`src/rtl/fp_exception_pipe.sv`:
```
// fp_exception_pipe: pipelined FP special-value classifier (NaN/inf/zero)
// with valid/ready stall control and optional sticky exception flags.
//
// Ports:
//   CLK, RST_N             clock, async active-low reset
//   IN_VALID/IN_READY      input handshake (IN_READY = advance)
//   FP_OPERATION           00 add, 01 sub, 10 mul, 11 div
//   OP_A, OP_B             operands {sign, exp[EXP_W], man[MAN_W]}
//   OUT_VALID/OUT_READY    output handshake
//   OP_IS_EXCEPTION        EXC_CODE != 0
//   EXC_CODE               0 none,1 NaN,2 invalid,3 inf,4 div0,5 zero
//   RESULT                 special-path result, zero when code is 0
//   FLAG_CLR, FLAGS        sticky flags {nan_seen, div0, invalid}
//
// Build option: define FP_EXC_STICKY_FLAGS_EN to include the sticky
// flag register; otherwise FLAGS is tied to zero.
module fp_exception_pipe #(
    parameter int EXP_W      = 4,
    parameter int MAN_W      = 3,
    parameter int PIPE_DEPTH = 2
) (
    input  logic                   CLK,
    input  logic                   RST_N,
    input  logic                   IN_VALID,
    output logic                   IN_READY,
    input  logic [1:0]             FP_OPERATION,
    input  logic [EXP_W+MAN_W:0]   OP_A,
    input  logic [EXP_W+MAN_W:0]   OP_B,
    output logic                   OUT_VALID,
    input  logic                   OUT_READY,
    output logic                   OP_IS_EXCEPTION,
    output logic [2:0]             EXC_CODE,
    output logic [EXP_W+MAN_W:0]   RESULT,
    input  logic                   FLAG_CLR,
    output logic [2:0]             FLAGS
);

    localparam int W = 1 + EXP_W + MAN_W;
    localparam int L = PIPE_DEPTH - 1;

    localparam logic [W-1:0] QNAN =
        {1'b0, {EXP_W{1'b1}}, {MAN_W{1'b0}}} | (W'(1) << (MAN_W - 1));

    logic advance;
    logic accept;

    // operand classification
    logic ones_a, ones_b, ez_a, ez_b, mz_a, mz_b;
    logic inf_a, inf_b, nan_a, nan_b, zero_a, zero_b, fin_a;
    logic sa, sb_eff, sp;
    logic is_add, is_mul, is_div;

    logic [2:0]   cls_code;
    logic [W-1:0] cls_res;

    assign ones_a = &OP_A[W-2:MAN_W];
    assign ones_b = &OP_B[W-2:MAN_W];
    assign ez_a   = ~|OP_A[W-2:MAN_W];
    assign ez_b   = ~|OP_B[W-2:MAN_W];
    assign mz_a   = ~|OP_A[MAN_W-1:0];
    assign mz_b   = ~|OP_B[MAN_W-1:0];

    assign inf_a  = ones_a & mz_a;
    assign inf_b  = ones_b & mz_b;
    assign nan_a  = ones_a & ~mz_a;
    assign nan_b  = ones_b & ~mz_b;
    assign zero_a = ez_a & mz_a;
    assign zero_b = ez_b & mz_b;
    assign fin_a  = ~ones_a & ~zero_a;

    assign is_add = ~FP_OPERATION[1];
    assign is_mul = (FP_OPERATION == 2'b10);
    assign is_div = (FP_OPERATION == 2'b11);

    // subtraction is addition with B's sign flipped
    assign sa     = OP_A[W-1];
    assign sb_eff = OP_B[W-1] ^ (FP_OPERATION == 2'b01);
    assign sp     = OP_A[W-1] ^ OP_B[W-1];

    // first matching rule wins, so this is a priority chain
    always_comb begin
        cls_code = 3'd0;
        cls_res  = '0;
        if (nan_a | nan_b) begin
            cls_code = 3'd1;
            cls_res  = QNAN;
        end else if (is_add & inf_a & inf_b & (sa ^ sb_eff)) begin
            cls_code = 3'd2;
            cls_res  = QNAN;
        end else if (is_mul & ((zero_a & inf_b) | (inf_a & zero_b))) begin
            cls_code = 3'd2;
            cls_res  = QNAN;
        end else if (is_div & ((inf_a & inf_b) | (zero_a & zero_b))) begin
            cls_code = 3'd2;
            cls_res  = QNAN;
        end else if (is_div & fin_a & zero_b) begin
            cls_code = 3'd4;
            cls_res  = {sp, {EXP_W{1'b1}}, {MAN_W{1'b0}}};
        end else if (is_add & (inf_a | inf_b)) begin
            cls_code = 3'd3;
            cls_res  = {inf_a ? sa : sb_eff, {EXP_W{1'b1}}, {MAN_W{1'b0}}};
        end else if ((is_mul & (inf_a | inf_b)) | (is_div & inf_a)) begin
            cls_code = 3'd3;
            cls_res  = {sp, {EXP_W{1'b1}}, {MAN_W{1'b0}}};
        end else if (is_div & inf_b) begin
            // NaN/inf numerators are already handled: A is zero or finite
            cls_code = 3'd5;
            cls_res  = {sp, {(W-1){1'b0}}};
        end
    end

    // pipeline stages
    logic [PIPE_DEPTH-1:0] vld_q, vld_d;
    logic [2:0]            code_q [PIPE_DEPTH];
    logic [2:0]            code_d [PIPE_DEPTH];
    logic [W-1:0]          res_q  [PIPE_DEPTH];
    logic [W-1:0]          res_d  [PIPE_DEPTH];

    assign OUT_VALID       = vld_q[L];
    assign EXC_CODE        = code_q[L];
    assign RESULT          = res_q[L];
    assign OP_IS_EXCEPTION = |code_q[L];

    // whole pipe stalls together so bubbles are never collapsed
    assign advance  = OUT_READY | ~OUT_VALID;
    assign IN_READY = advance;
    assign accept   = IN_VALID & advance;

    always_comb begin
        vld_d  = vld_q;
        code_d = code_q;
        res_d  = res_q;
        if (advance) begin
            vld_d[0]  = accept;
            code_d[0] = accept ? cls_code : 3'd0;
            res_d[0]  = accept ? cls_res : '0;
            for (int i = 1; i < PIPE_DEPTH; i++) begin
                vld_d[i]  = vld_q[i-1];
                code_d[i] = code_q[i-1];
                res_d[i]  = res_q[i-1];
            end
        end
    end

    always_ff @(posedge CLK or negedge RST_N) begin
        if (!RST_N) begin
            vld_q <= '0;
            for (int i = 0; i < PIPE_DEPTH; i++) begin
                code_q[i] <= 3'd0;
                res_q[i]  <= '0;
            end
        end else begin
            vld_q <= vld_d;
            for (int i = 0; i < PIPE_DEPTH; i++) begin
                code_q[i] <= code_d[i];
                res_q[i]  <= res_d[i];
            end
        end
    end

`ifdef FP_EXC_STICKY_FLAGS_EN
    logic [2:0] flags_q, flags_d, new_bits;

    // set wins over a same-cycle clear
    always_comb begin
        new_bits = 3'b000;
        if (accept) begin
            new_bits = {cls_code == 3'd1, cls_code == 3'd4, cls_code == 3'd2};
        end
        flags_d = (FLAG_CLR ? 3'b000 : flags_q) | new_bits;
    end

    always_ff @(posedge CLK or negedge RST_N) begin
        if (!RST_N) begin
            flags_q <= 3'b000;
        end else begin
            flags_q <= flags_d;
        end
    end

    assign FLAGS = flags_q;
`else
    logic unused_flag_clr;
    assign unused_flag_clr = FLAG_CLR;
    assign FLAGS = 3'b000;
`endif

endmodule

```
`config.mk`:
```
export PLATFORM = sky130hd
export DESIGN_NAME = fp_exception_pipe
export DESIGN_NICKNAME = d
export VERILOG_FILES = /design/src/rtl/fp_exception_pipe.sv
export SDC_FILE = /design/constraint.sdc
export NUM_CORES = 1
export LEC_CHECK = 0
export ABC_AREA = 1
export BUFFER_PORTS_ARGS = -buffer_cell sky130_fd_sc_hd__buf_2
export CORE_UTILIZATION = 51
export CTS_CLUSTER_DIAMETER = 100
export CTS_CLUSTER_SIZE = 8
export DETAILED_ROUTE_END_ITERATION = 10
export GPL_TIMING_DRIVEN = 0
export PLACE_DENSITY = 0.94
export SLEW_MARGIN = 25
export SYNTH_ARGS = -nofsm -noshare
export SYNTH_HDL_FRONTEND = slang
export SYNTH_SLANG_ARGS = --single-unit
export TNS_END_PERCENT = 1
```
`constraint.sdc`:
```
create_clock -name CLK -period 2.5 [get_ports CLK]
set_input_delay 0.25 -clock CLK [delete_from_list [all_inputs] [get_ports CLK]]
set_output_delay 0.25 -clock CLK [all_outputs]
set_load 0.02 [all_outputs]
```
Word-level counts from Yosys, hierarchy flattened

Cells that the tools add are included.

Flip-flop bits (word level): 24
Input port bits: 23
Output and inout port bits: 17
Logic and storage cells: 74

Equality and inequality tests: 3
Mux-type cells: 19
Bitwise operators: 36
Reductions and logical operators: 11

Operator list:

| cell                                                             | number |
|---|---|
| 8-bit two-way mux                                                | 9 |
| 3-bit two-way mux                                                | 9 |
| 1-bit AND                                                        | 23 |
| 3-bit OR reduction                                               | 3 |
| 4-bit AND reduction                                              | 2 |
| 4-bit OR reduction                                               | 2 |
| 1-bit OR                                                         | 6 |
| 2-bit == test (second input constant)                            | 2 |
| 1-bit zero test                                                  | 4 |
| 1-bit NOT                                                        | 4 |
| 1-bit XOR                                                        | 3 |
| 2-bit by 1-bit == test with 1-bit output (second input constant) | 1 |
| 1-bit two-way mux                                                | 1 |

Depth between registers and ports, before layout

Word-level depth: 14
Depth in mapped cells: 11
Depth with buffers taken out: 11

Least setup slack after synthesis

OpenSTA, ideal clock, no wires.

Path type: register -> register
From: reg vld_q[1]
To: reg code_q (netlist bit EXC_CODE[1])
Setup time: 143 ps
Data arrival time: 1195 ps
Data required time: 2357 ps
Slack: 1162 ps
Stages on the path, launching flop included: 7
Path buffers: 1
Period minus slack after synthesis: 1338 ps
Cell sequence: dfrtp_1 -> inv_1 -> nor2_4 -> inv_1 -> clkbuf_1 -> nand2_1 -> o21ai_0

Cells in the longest elaborated chain, start to end: 2

Ends and longest elaborated chain:

| what                           | RTL line | source |
|---|---|---|
| start: declaration             | 113      | `logic [PIPE_DEPTH-1:0] vld_q, vld_d;` |
| start signal: assignment       | 153      | `vld_q <= vld_d;` |
| 1-bit NOT                      | 125      | `assign advance = OUT_READY \| ~OUT_VALID;` |
| 1-bit OR                       | 125      |  |
| net IN_READY                   | 25       | `output logic IN_READY,` |
| end signal: indexed assignment | 155      | `code_q[i] <= code_d[i];` |
| end: declaration               | 114      | `logic [2:0] code_q [PIPE_DEPTH];` |

The timed path passes the listed nets, and every way through them passes these cells.
A chain may end at the register's enable or synchronous reset.

Final worst setup path

From: reg vld_q[1]
To: out IN_READY

Cells in the longest elaborated chain, start to end: 2

Ends and longest elaborated chain:

| what             | RTL line |
|---|---|
| 1-bit NOT        | 125 |
| 1-bit OR         | 125 |
| end: declaration | 25 |

Every way passes these cells.

==> flow_summary.ini <==
[worst_setup_path]
worstPathArrival_ns = 1.43
critical-path-top-cell-by-count = sky130_fd_sc_hd__inv_1
ff2ff_setup_slack_ns = 1.27
crit_path_max_incr_delay_ns = 0.37
timing.critical_path.max_delay_family = buffers and inverters
crit_path_max_fanout = 10
critPathLaunchType = register
timing.critical_path.buf_inv = 4
category_of_the_worst_setup_path_capture_point = output pin
critical_path.cell_chain = inv_1 -> nor2_4 -> inv_1 -> clkbuf_1 -> buf_2
crit_required_ns = 2.25
critPathKind = reg -> out
critPathSlowestCell = sky130_fd_sc_hd__dfrtp_1

[floorplan]
design.die.area_um2 = 2103
start_util_pct = 55.60
die_height_um = 45.86
row_count = 15
placeableCoreArea_um2 = 1764
die-width_um = 45.86
design.portCount = 40

[cts]
clkLatencyLatePin_ns = 0.27
cts-htree-levels = 1
clkSlewWorstSetupHoldPaths_ns = 0.08
postcts_resize_cnt = 0
cts_tree = built
clock_tree.root_cell = sky130_fd_sc_hd__clkbuf_4
cts_sinks = 14
clock_path_buffers = 2
tritoncts.num_buffers = 3

[synthesis]
area_fraction_in_compound_gates_after_synthesis_pct = 5.995
postSynth.asyncResetShare_pct = 100.0
synth_top_family_by_area = simple AND/OR/NAND/NOR gates
synth.mux.area_fraction_pct = 0
post-synth-top-area-fraction_pct = 35.71
synth.area.top_cells = sky130_fd_sc_hd__dfrtp_1 (36%), sky130_fd_sc_hd__nand2_1 (19%), sky130_fd_sc_hd__buf_4 (11%)
postSynthRegisterBits = 14
ys_types = 25
yosys.area_share.xor_xnor_pct = 0.8929
synth_adder_area_share_pct = 0
post_synth_and_or_nand_nor_area_fraction_pct = 38.65
synth-warning-count = 0
syn-mean-instance-area_um2 = 6.908
synth-main-ff-cell = sky130_fd_sc_hd__dfrtp_1
synth_enable_flop_cells = 0
synth_top_area_cell = sky130_fd_sc_hd__dfrtp_1
post_synth_instance_area_um2 = 980.9
ys_seq_area_share_pct = 35.71
post_synth_inst_count = 142

[placement]
place_congestion = 0.7744
hpwlAfterDp_um = 1492
numPlacedInstances = 204
io_buffer_count = 33
placedInstanceArea_um2 = 1192
preCtsSetupSlack_ns = 1.105

[sta]
finalCritPeriodShare_pct = 67.29
finalClockSkew_ns = 0.002498
setup_viol = 0
layout_min_cycle_time_ns = 1.682
setup_total_neg_slack_ns = 0
hold_violations = 0
drv_slew = 0
fin_ws_ns = 0.8177
max_freq_mhz = 594.4
setup_repair_after_global_routing_missed_its_margin = false

[layout]
share_of_cells_above_drive_strength_1_pct = 35.87
layout.cells.non_filler = 209
layout.cell_area.non_filler_um2 = 1239
layout_area_growth_over_synthesis_pct = 26.28
nNetsFinal = 208
final.fill_count = 184
diodes = 0
layout.cells.most_common = sky130_fd_sc_hd__nand2_1
layout.cells.most_common_list = sky130_fd_sc_hd__nand2_1 (50), sky130_fd_sc_hd__buf_2 (33), sky130_fd_sc_hd__inv_1 (17)

[pwr]
pwr_density_cell_nw_per_um2 = 423.2
power_uw = 524.2
leakage_nw = 0.7778
irDropWorstVdd_uv = 194.5

[min_path]
min-delay-path-class = in -> reg

[global_routing]
gr-total-overflow = 0
global_route_wire_length_before_repair_um = 3084
grt_max_degree = 15
grt_pass1_vias = 855
gr-usage-all-layers_pct = 19.79
antenna_violations_before_repair = 0

[routing]
drc = 0
drt_pass1_iterations = 4
viasPerCell = 4.498
post_drt_antenna_nets = 0
count_of_vias_placed_by_the_detailed_router = 940
detail_route.wl_per_cell_um = 8.756
drt_iter0_markers = 14
totalWireLength_um = 1830

[run]
max_cap_violations = 0

[run_status]
run_status = finished, final reports clean
==> registers in the layout (all words and copies together), names as in the netlist <==
register  cells
vld_q         2
RESULT        3
EXC_CODE      3
res_q         3
code_q        3
==> kinds of logic (layout without fill, tap and decap cells) <==
| kind of cell | Yosys count | count (layout) |
|---|---|---|
| AO/OA/AOI/OAI | 10 | 10 |
| AND/OR/NAND/NOR | 82 | 82 |
| XOR/XNOR | 1 | 1 |
| buffers and inverters | 34 | 72 |
| other | 1 | 5 |
| flip-flops | 14 | 14 |
==> path summary, 6_finish.rpt <==
check	startpoint	end	cells after the start
setup / recovery	vld_q[1]	IN_READY	5
hold / removal	IN_VALID	vld_q[0]	3
setup reg to reg	vld_q[1]	res_q[14]	7
hold reg to reg	vld_q[0]	vld_q[1]	2
max in group asynchronous	RST_N	code_q[3]	2
min in group asynchronous	RST_N	EXC_CODE[0]	2
==> where the power goes <==
group,internal [mW],switching (mW)
clock network,0.0884,0.0661
registers,0.236,0.00504
logic,0.0511,0.0771
==> metal layers <==
| layer | vias to the layer above | GRT usage [%] | routed length, um | share of wire, % |
|---|---|---|---|---|
| li1 | 502 | - | - | - |
| met1 | 405 | 20.20 | 755 | 41 |
| met2 | 31 | 39.72 | 977 | 53 |
| met3 | 2 | 1.190 | 79 | 4.3 |
| met4 | 0 | 8.824 | 17 | 0.93 |
| met5 | - | 0 | 0 | 0 |
==> cell usage after synthesis, types with 2 or more instances <==
| cell | instances |
|---|---|
| sky130_fd_sc_hd__a21oi_1 | 2 |
| sky130_fd_sc_hd__nand3_1 | 7 |
| sky130_fd_sc_hd__buf_4 | 14 |
| sky130_fd_sc_hd__nand2_2 | 4 |
| sky130_fd_sc_hd__nor2_4 | 2 |
| sky130_fd_sc_hd__nor2_1 | 9 |
| sky130_fd_sc_hd__inv_1 | 17 |
| sky130_fd_sc_hd__inv_2 | 2 |
| sky130_fd_sc_hd__nor2_2 | 3 |
| sky130_fd_sc_hd__dfrtp_1 | 14 |
| sky130_fd_sc_hd__nand2_1 | 50 |
| sky130_fd_sc_hd__o21ai_0 | 4 |
| sky130_fd_sc_hd__nand4_1 | 2 |
==> timing repair <==
| action | CTS | global route |
|---|---|---|
| hold endpoints to repair | 14 | 0 |
| hold buffers | 1 | 0 |
| endpoints found under the setup margin | 0 | 0 |
| buffers inserted | 0 | 0 |
==> stage by stage <==
step	utilization (%)	hold WS [ns]
floorplan	-	-0.04559
global placement	67.59	0.1504
detailed placement	67.59	0.1544
CTS	70.21	0.2074
global route	70.21	0.2229
finish	70.21	0.2151
==> area by class of cell <==
class	count	area (um2)	share of cell area, %
inverter	19	71.32	5.758
sequential	14	350.3	28.28
tap	25	31.28	2.525
multi-input combinational	98	465.4	37.58
timing repair buffer	34	175.2	14.14
clock buffer	4	36.28	2.929
buffer	15	108.9	8.788
==> worst min-delay path: cells and delay by family <==
family / cells / cell delay [ns]
AOI/OAI and AO/OA: 1 / 0.06
buffers and inverters: 1 / 0.08
and+or+nand+nor: 1 / 0.06
No activity file was read; power rests on OpenSTA's default activity.
